--- config.mk ---
export PLATFORM = sky130hd
export DESIGN_NAME = pmod_da_spi_transmitter
export DESIGN_NICKNAME = d
export VERILOG_FILES = /design/src/rtl/pmod_da_spi_transmitter.sv
export SDC_FILE = /design/constraint.sdc
export NUM_CORES = 1
export LEC_CHECK = 0
export ABC_CLOCK_PERIOD_IN_PS = 2100
export CAP_MARGIN = 40
export CORE_AREA = 2 2 54 56
export DETAILED_ROUTE_END_ITERATION = 12
export DIE_AREA = 0 0 56 58
export GPL_ROUTABILITY_DRIVEN = 1
export PLACE_DENSITY = 0.72
export SLEW_MARGIN = 20
export SYNTH_ARGS = -nofsm -noshare
export SYNTH_HDL_FRONTEND = slang
export SYNTH_SLANG_ARGS = --single-unit
export TNS_END_PERCENT = 100
--- constraint.sdc ---
create_clock -name clock -period 2.1 [get_ports clock]
set_input_delay 0.21 -clock clock [delete_from_list [all_inputs] [get_ports clock]]
set_output_delay 0.21 -clock clock [all_outputs]
set_load 0.01 [all_outputs]
--- src/rtl/pmod_da_spi_transmitter.sv ---
// SPI master transmitter for a 16-bit serial DAC frame: takes a word on a valid/ready
// handshake and shifts it out MSB first on sdi, framed by active-low cs, sck idling high.
module pmod_da_spi_transmitter #(
    parameter int SCK_HALF   = 4,
    parameter int GAP_CYCLES = 2
) (
    input  logic        clock,
    input  logic        reset,
    input  logic        valid,
    input  logic [15:0] value,
    output logic        ready,
    output logic        cs,
    output logic        sck,
    output logic        sdi,
    output logic        done
);

    localparam int HW = (SCK_HALF > 1) ? $clog2(SCK_HALF) : 1;
    localparam int GW = (GAP_CYCLES > 1) ? $clog2(GAP_CYCLES) : 1;
    localparam logic [HW-1:0] HALF_LAST = HW'(SCK_HALF - 1);
    localparam logic [GW-1:0] GAP_LAST  = GW'(GAP_CYCLES - 1);

    typedef enum logic [1:0] {
        S_IDLE  = 2'd0,
        S_SHIFT = 2'd1,
        S_GAP   = 2'd2
    } state_t;

    state_t        r_state;
    logic [HW-1:0] r_half;
    logic          r_phase;
    logic [3:0]    r_bit;
    logic [GW-1:0] r_gap;
    logic [15:0]   r_shift;
    logic          r_ready;
    logic          r_cs;
    logic          r_sck;
    logic          r_sdi;
    logic          r_done;

    state_t        w_state_next;
    logic [HW-1:0] w_half_next;
    logic          w_phase_next;
    logic [3:0]    w_bit_next;
    logic [GW-1:0] w_gap_next;
    logic [15:0]   w_shift_next;
    logic          w_ready_next;
    logic          w_cs_next;
    logic          w_sck_next;
    logic          w_sdi_next;
    logic          w_done_next;
    logic          w_half_end;

    assign w_half_end = (r_half == HALF_LAST);

    always_ff @(posedge clock) begin
        if (reset) begin
            r_state <= S_IDLE;
            r_half  <= '0;
            r_phase <= 1'b0;
            r_bit   <= 4'd0;
            r_gap   <= '0;
            r_shift <= 16'd0;
            r_ready <= 1'b1;
            r_cs    <= 1'b1;
            r_sck   <= 1'b1;
            r_sdi   <= 1'b0;
            r_done  <= 1'b0;
        end else begin
            r_state <= w_state_next;
            r_half  <= w_half_next;
            r_phase <= w_phase_next;
            r_bit   <= w_bit_next;
            r_gap   <= w_gap_next;
            r_shift <= w_shift_next;
            r_ready <= w_ready_next;
            r_cs    <= w_cs_next;
            r_sck   <= w_sck_next;
            r_sdi   <= w_sdi_next;
            r_done  <= w_done_next;
        end
    end

    // r_phase: 0 = sck high half, 1 = sck low half of the current bit
    always_comb begin
        w_state_next = r_state;
        w_half_next  = r_half;
        w_phase_next = r_phase;
        w_bit_next   = r_bit;
        w_gap_next   = r_gap;
        w_shift_next = r_shift;
        case (r_state)
            S_IDLE: begin
                if (valid && r_ready) begin
                    w_state_next = S_SHIFT;
                    w_shift_next = value;
                    w_half_next  = '0;
                    w_phase_next = 1'b0;
                    w_bit_next   = 4'd15;
                end
            end
            S_SHIFT: begin
                if (w_half_end) begin
                    w_half_next = '0;
                    if (!r_phase) begin
                        w_phase_next = 1'b1;
                    end else begin
                        w_phase_next = 1'b0;
                        if (r_bit == 4'd0) begin
                            w_state_next = S_GAP;
                            w_gap_next   = '0;
                            w_shift_next = 16'd0;
                        end else begin
                            w_bit_next   = r_bit - 4'd1;
                            w_shift_next = {r_shift[14:0], 1'b0};
                        end
                    end
                end else begin
                    w_half_next = r_half + 1'b1;
                end
            end
            S_GAP: begin
                if (r_gap == GAP_LAST) begin
                    w_state_next = S_IDLE;
                    w_gap_next   = '0;
                end else begin
                    w_gap_next = r_gap + 1'b1;
                end
            end
            default: begin
                w_state_next = S_IDLE;
            end
        endcase
    end

    // Outputs are registered images of the upcoming state, so they change on the same edge
    always_comb begin
        w_ready_next = (w_state_next == S_IDLE);
        w_cs_next    = (w_state_next != S_SHIFT);
        w_sck_next   = !((w_state_next == S_SHIFT) && w_phase_next);
        w_sdi_next   = (w_state_next == S_SHIFT) ? w_shift_next[15] : 1'b0;
        w_done_next  = (r_state == S_SHIFT) && (w_state_next == S_GAP);
    end

    assign ready = r_ready;
    assign cs    = r_cs;
    assign sck   = r_sck;
    assign sdi   = r_sdi;
    assign done  = r_done;

endmodule
==> impl_metrics.env <==
export IMPL_drive_gt1_frac=0.120
export IMPL_crit_required_ns=2.31
export IMPL_slew_viol_final=0
export IMPL_min_from="r_gap"
export IMPL_wirelength_um=2620
export IMPL_clk_latency_ns=0.33
export IMPL_finalSetupViolCount=0
export IMPL_grt_start_max_net_pins=31
export IMPL_yosys_most_used_dff="dfxtp_1"
export IMPL_cts_buffer_depth=2
export IMPL_critPathKind="flop to flop"
export IMPL_finalPower_uw=1200
export IMPL_cts_tree="done"
export IMPL_nNetsFinal=171
export IMPL_synth_edf_count=0
export IMPL_syn_avg_cell_area_um2=10.2
export IMPL_syn_nets=146
export IMPL_relSlewSlack=0.663
export IMPL_finalCritPeriodShare=0.873
export IMPL_cp_max_fo=10
export IMPL_yosys_warnings=0
export IMPL_grtUsageTotal=0.178
export IMPL_antenna_found_initial=0
export IMPL_clkTransAtPathRegs_ns=0.09
export IMPL_setup_tns_ns=0
export IMPL_reg2reg_from="r_bit[0]"
export IMPL_async_reset_ff_frac=0
export IMPL_numCtsBuffers=5
export IMPL_cts_sinks=31
export IMPL_startpoint_type="flop"
export IMPL_max_freq_mhz=545
export IMPL_synth_distinct_cells=33
export IMPL_p_per_area_nw_per_um2=771
export IMPL_finClkSkew_ns=0.00789
export IMPL_worstMarginPinSlew_ns=0.506
export IMPL_whs_path_depth=2
export IMPL_ctsHoldBuffers=0
export IMPL_end_kind="flop"
export IMPL_die_area_um2=3250
export IMPL_r2r_end="r_shift[12]"
export IMPL_cts_setup_buffers=0
export IMPL_max_cap_violations=0
export IMPL_hold_viol_final=0
export IMPL_grt_overflow_total=0
export IMPL_cts_resized_gates=0
export IMPL_chipWidth_um=56
export IMPL_core_area_um2=2660
export IMPL_dr_total_vias=1091
export IMPL_worst_ir_drop_vdd_uv=545
export IMPL_dieHeight_um=58
export IMPL_netlist_instances=125
export IMPL_hold_end="r_gap"
export IMPL_layout_setup_ws_ns=0.266
export IMPL_reg2reg_slack_ns=0.27
export IMPL_rows=19
export IMPL_ys_seq_area_frac=0.487
export IMPL_area_growth_pct=22.4
export IMPL_firstDrtPassIters=6
export IMPL_reg2reg_depth=7
export IMPL_power_leakage_uw=0.000591
export IMPL_start_util=0.478
export IMPL_top_level_ports=24
export IMPL_hold_class="flop to flop"
export IMPL_n_fill_cell=245
export IMPL_drc=0
export IMPL_grt_pass1_vias=1083
export IMPL_wl_per_cell_um=14.5
export IMPL_pre_cts_ws_ns=0.276
export IMPL_crit_arrival_ns=2.04
export IMPL_hpwl_um=1830
export IMPL_netlist_area_um2=1270
export IMPL_drt_initial_drc_count=82
export IMPL_grt_pass1_wl_um=4490
export IMPL_port_buffers=23
export IMPL_status="finished clean"
export IMPL_rsz0062_at_grt="false"
export IMPL_root_buffer="clkbuf_4"
export IMPL_antenna_cells=0
export IMPL_ant_nets=0
export IMPL_place_congestion=0.681
export IMPL_ys_ff_latch=31
export IMPL_ctsHtreeMaxLevel=2
export IMPL_viasPerCell=6.03
export IMPL_min_period_ns=1.83
## routing by layer
metal,vias up,GRT usage,part of all wire
met2,41,0.314,0.51
met5,-,0,0
li1,526,-,-
met3,2,0.0692,0.067
met1,522,0.195,0.42
met4,0,0.0680,0.0053
## worst max-delay path: stages (launching register included)
cell and delay (ns):
dfxtp_1 0.35, inv_1 0.07, ha_1 0.18, nor3b_4 0.26, and4b_1 0.34, buf_12 0.19
a222oi_1 0.27, nor2_1 0.06
## power by group
| part | switching [µW] | total [µW] | internal (µW) |
|---|---|---|---|
| Combinational | 89.5 | 199 | 109 |
| Clock | 191 | 346 | 155 |
| Sequential | 29.9 | 656 | 626 |
| Total | 311 | 1200 | 891 |
## registers in the layout, summed over array words and instances, names as in the netlist
| name | count |
|---|---|
| cs | 1 |
| done | 1 |
| r_bit | 4 |
| r_gap | 1 |
| r_half | 2 |
| r_phase | 1 |
| r_shift | 16 |
| r_state | 2 |
| ready | 1 |
| sck | 1 |
| sdi | 1 |
## final cells by class
| type | count | area [µm²] | share of cell area |
|---|---|---|---|
| flip-flops and latches | 31 | 621 | 0.398 |
| multi-input cells | 83 | 567 | 0.364 |
| repair buffers | 26 | 265 | 0.170 |
| clock buffers | 6 | 51.3 | 0.0329 |
| well taps | 31 | 38.8 | 0.0249 |
| inverters | 3 | 11.3 | 0.00722 |
| clock inverters | 1 | 5.00 | 0.00321 |
## logic make-up after synthesis
group | synth area share
simple gates | 0.220
compound gates | 0.198
flops | 0.487
buf+inv | 0.0678
fa+ha+maj | 0.0196
xor+xnor | 0.00688
## stage by stage
stage               area [µm²]  utilization  std cells  hold slack, ns
CTS                       1560        0.586        181           0.479
finish                    1560        0.586        181           0.476
global placement          1500        0.564        174           0.451
detailed placement        1500        0.564        174           0.467
floorplan                 1270            -        125           0.303
global route              1560        0.586        181           0.519
## placed cells by master, fill, tap and decap left out, types with 2 or more instances in the layout
master,n
nand3b_1,3
a222oi_1,14
nor3_1,3
a21oi_1,8
nand2_1,3
clkbuf_4,5
nor2_1,21
nand2b_1,2
nand3_1,5
a22oi_1,3
dfxtp_1,31
a211oi_1,2
or2_2,3
inv_1,3
ha_1,2
a21o_1,2
buf_4,2
clkdlybuf4s50_1,23
## how the worst max path moves through the flow
stage                        start          end  slack (ns)  cells past startpoint
after floorplan           r_bit[0]  r_shift[10]        0.49                      8
after global placement    r_bit[0]  r_shift[14]        0.33                      7
after detailed placement  r_bit[0]  r_shift[14]        0.28                      7
after CTS                 r_bit[0]  r_shift[11]        0.27                      7
after global routing      r_bit[0]  r_shift[12]        0.10                      7
final                     r_bit[0]  r_shift[12]        0.27                      7
## synthesized netlist by cell type (2+ instances only)
| master | n | area share |
|---|---|---|
| nand3_1 | 5 | 0.020 |
| nand2_1 | 3 | 0.0088 |
| dfxtp_1 | 31 | 0.49 |
| inv_1 | 3 | 0.0088 |
| nor3_1 | 3 | 0.012 |
| buf_2 | 2 | 0.0079 |
| a22oi_1 | 3 | 0.018 |
| clkbuf_8 | 2 | 0.022 |
| a21oi_1 | 8 | 0.031 |
| a211oi_1 | 2 | 0.012 |
| or2_2 | 3 | 0.015 |
| nand2b_1 | 2 | 0.0098 |
| ha_1 | 2 | 0.020 |
| nand3b_1 | 3 | 0.018 |
| nor2_1 | 21 | 0.062 |
| a222oi_1 | 14 | 0.11 |
| a21o_1 | 2 | 0.012 |
Power figures use the tool's default switching activity.
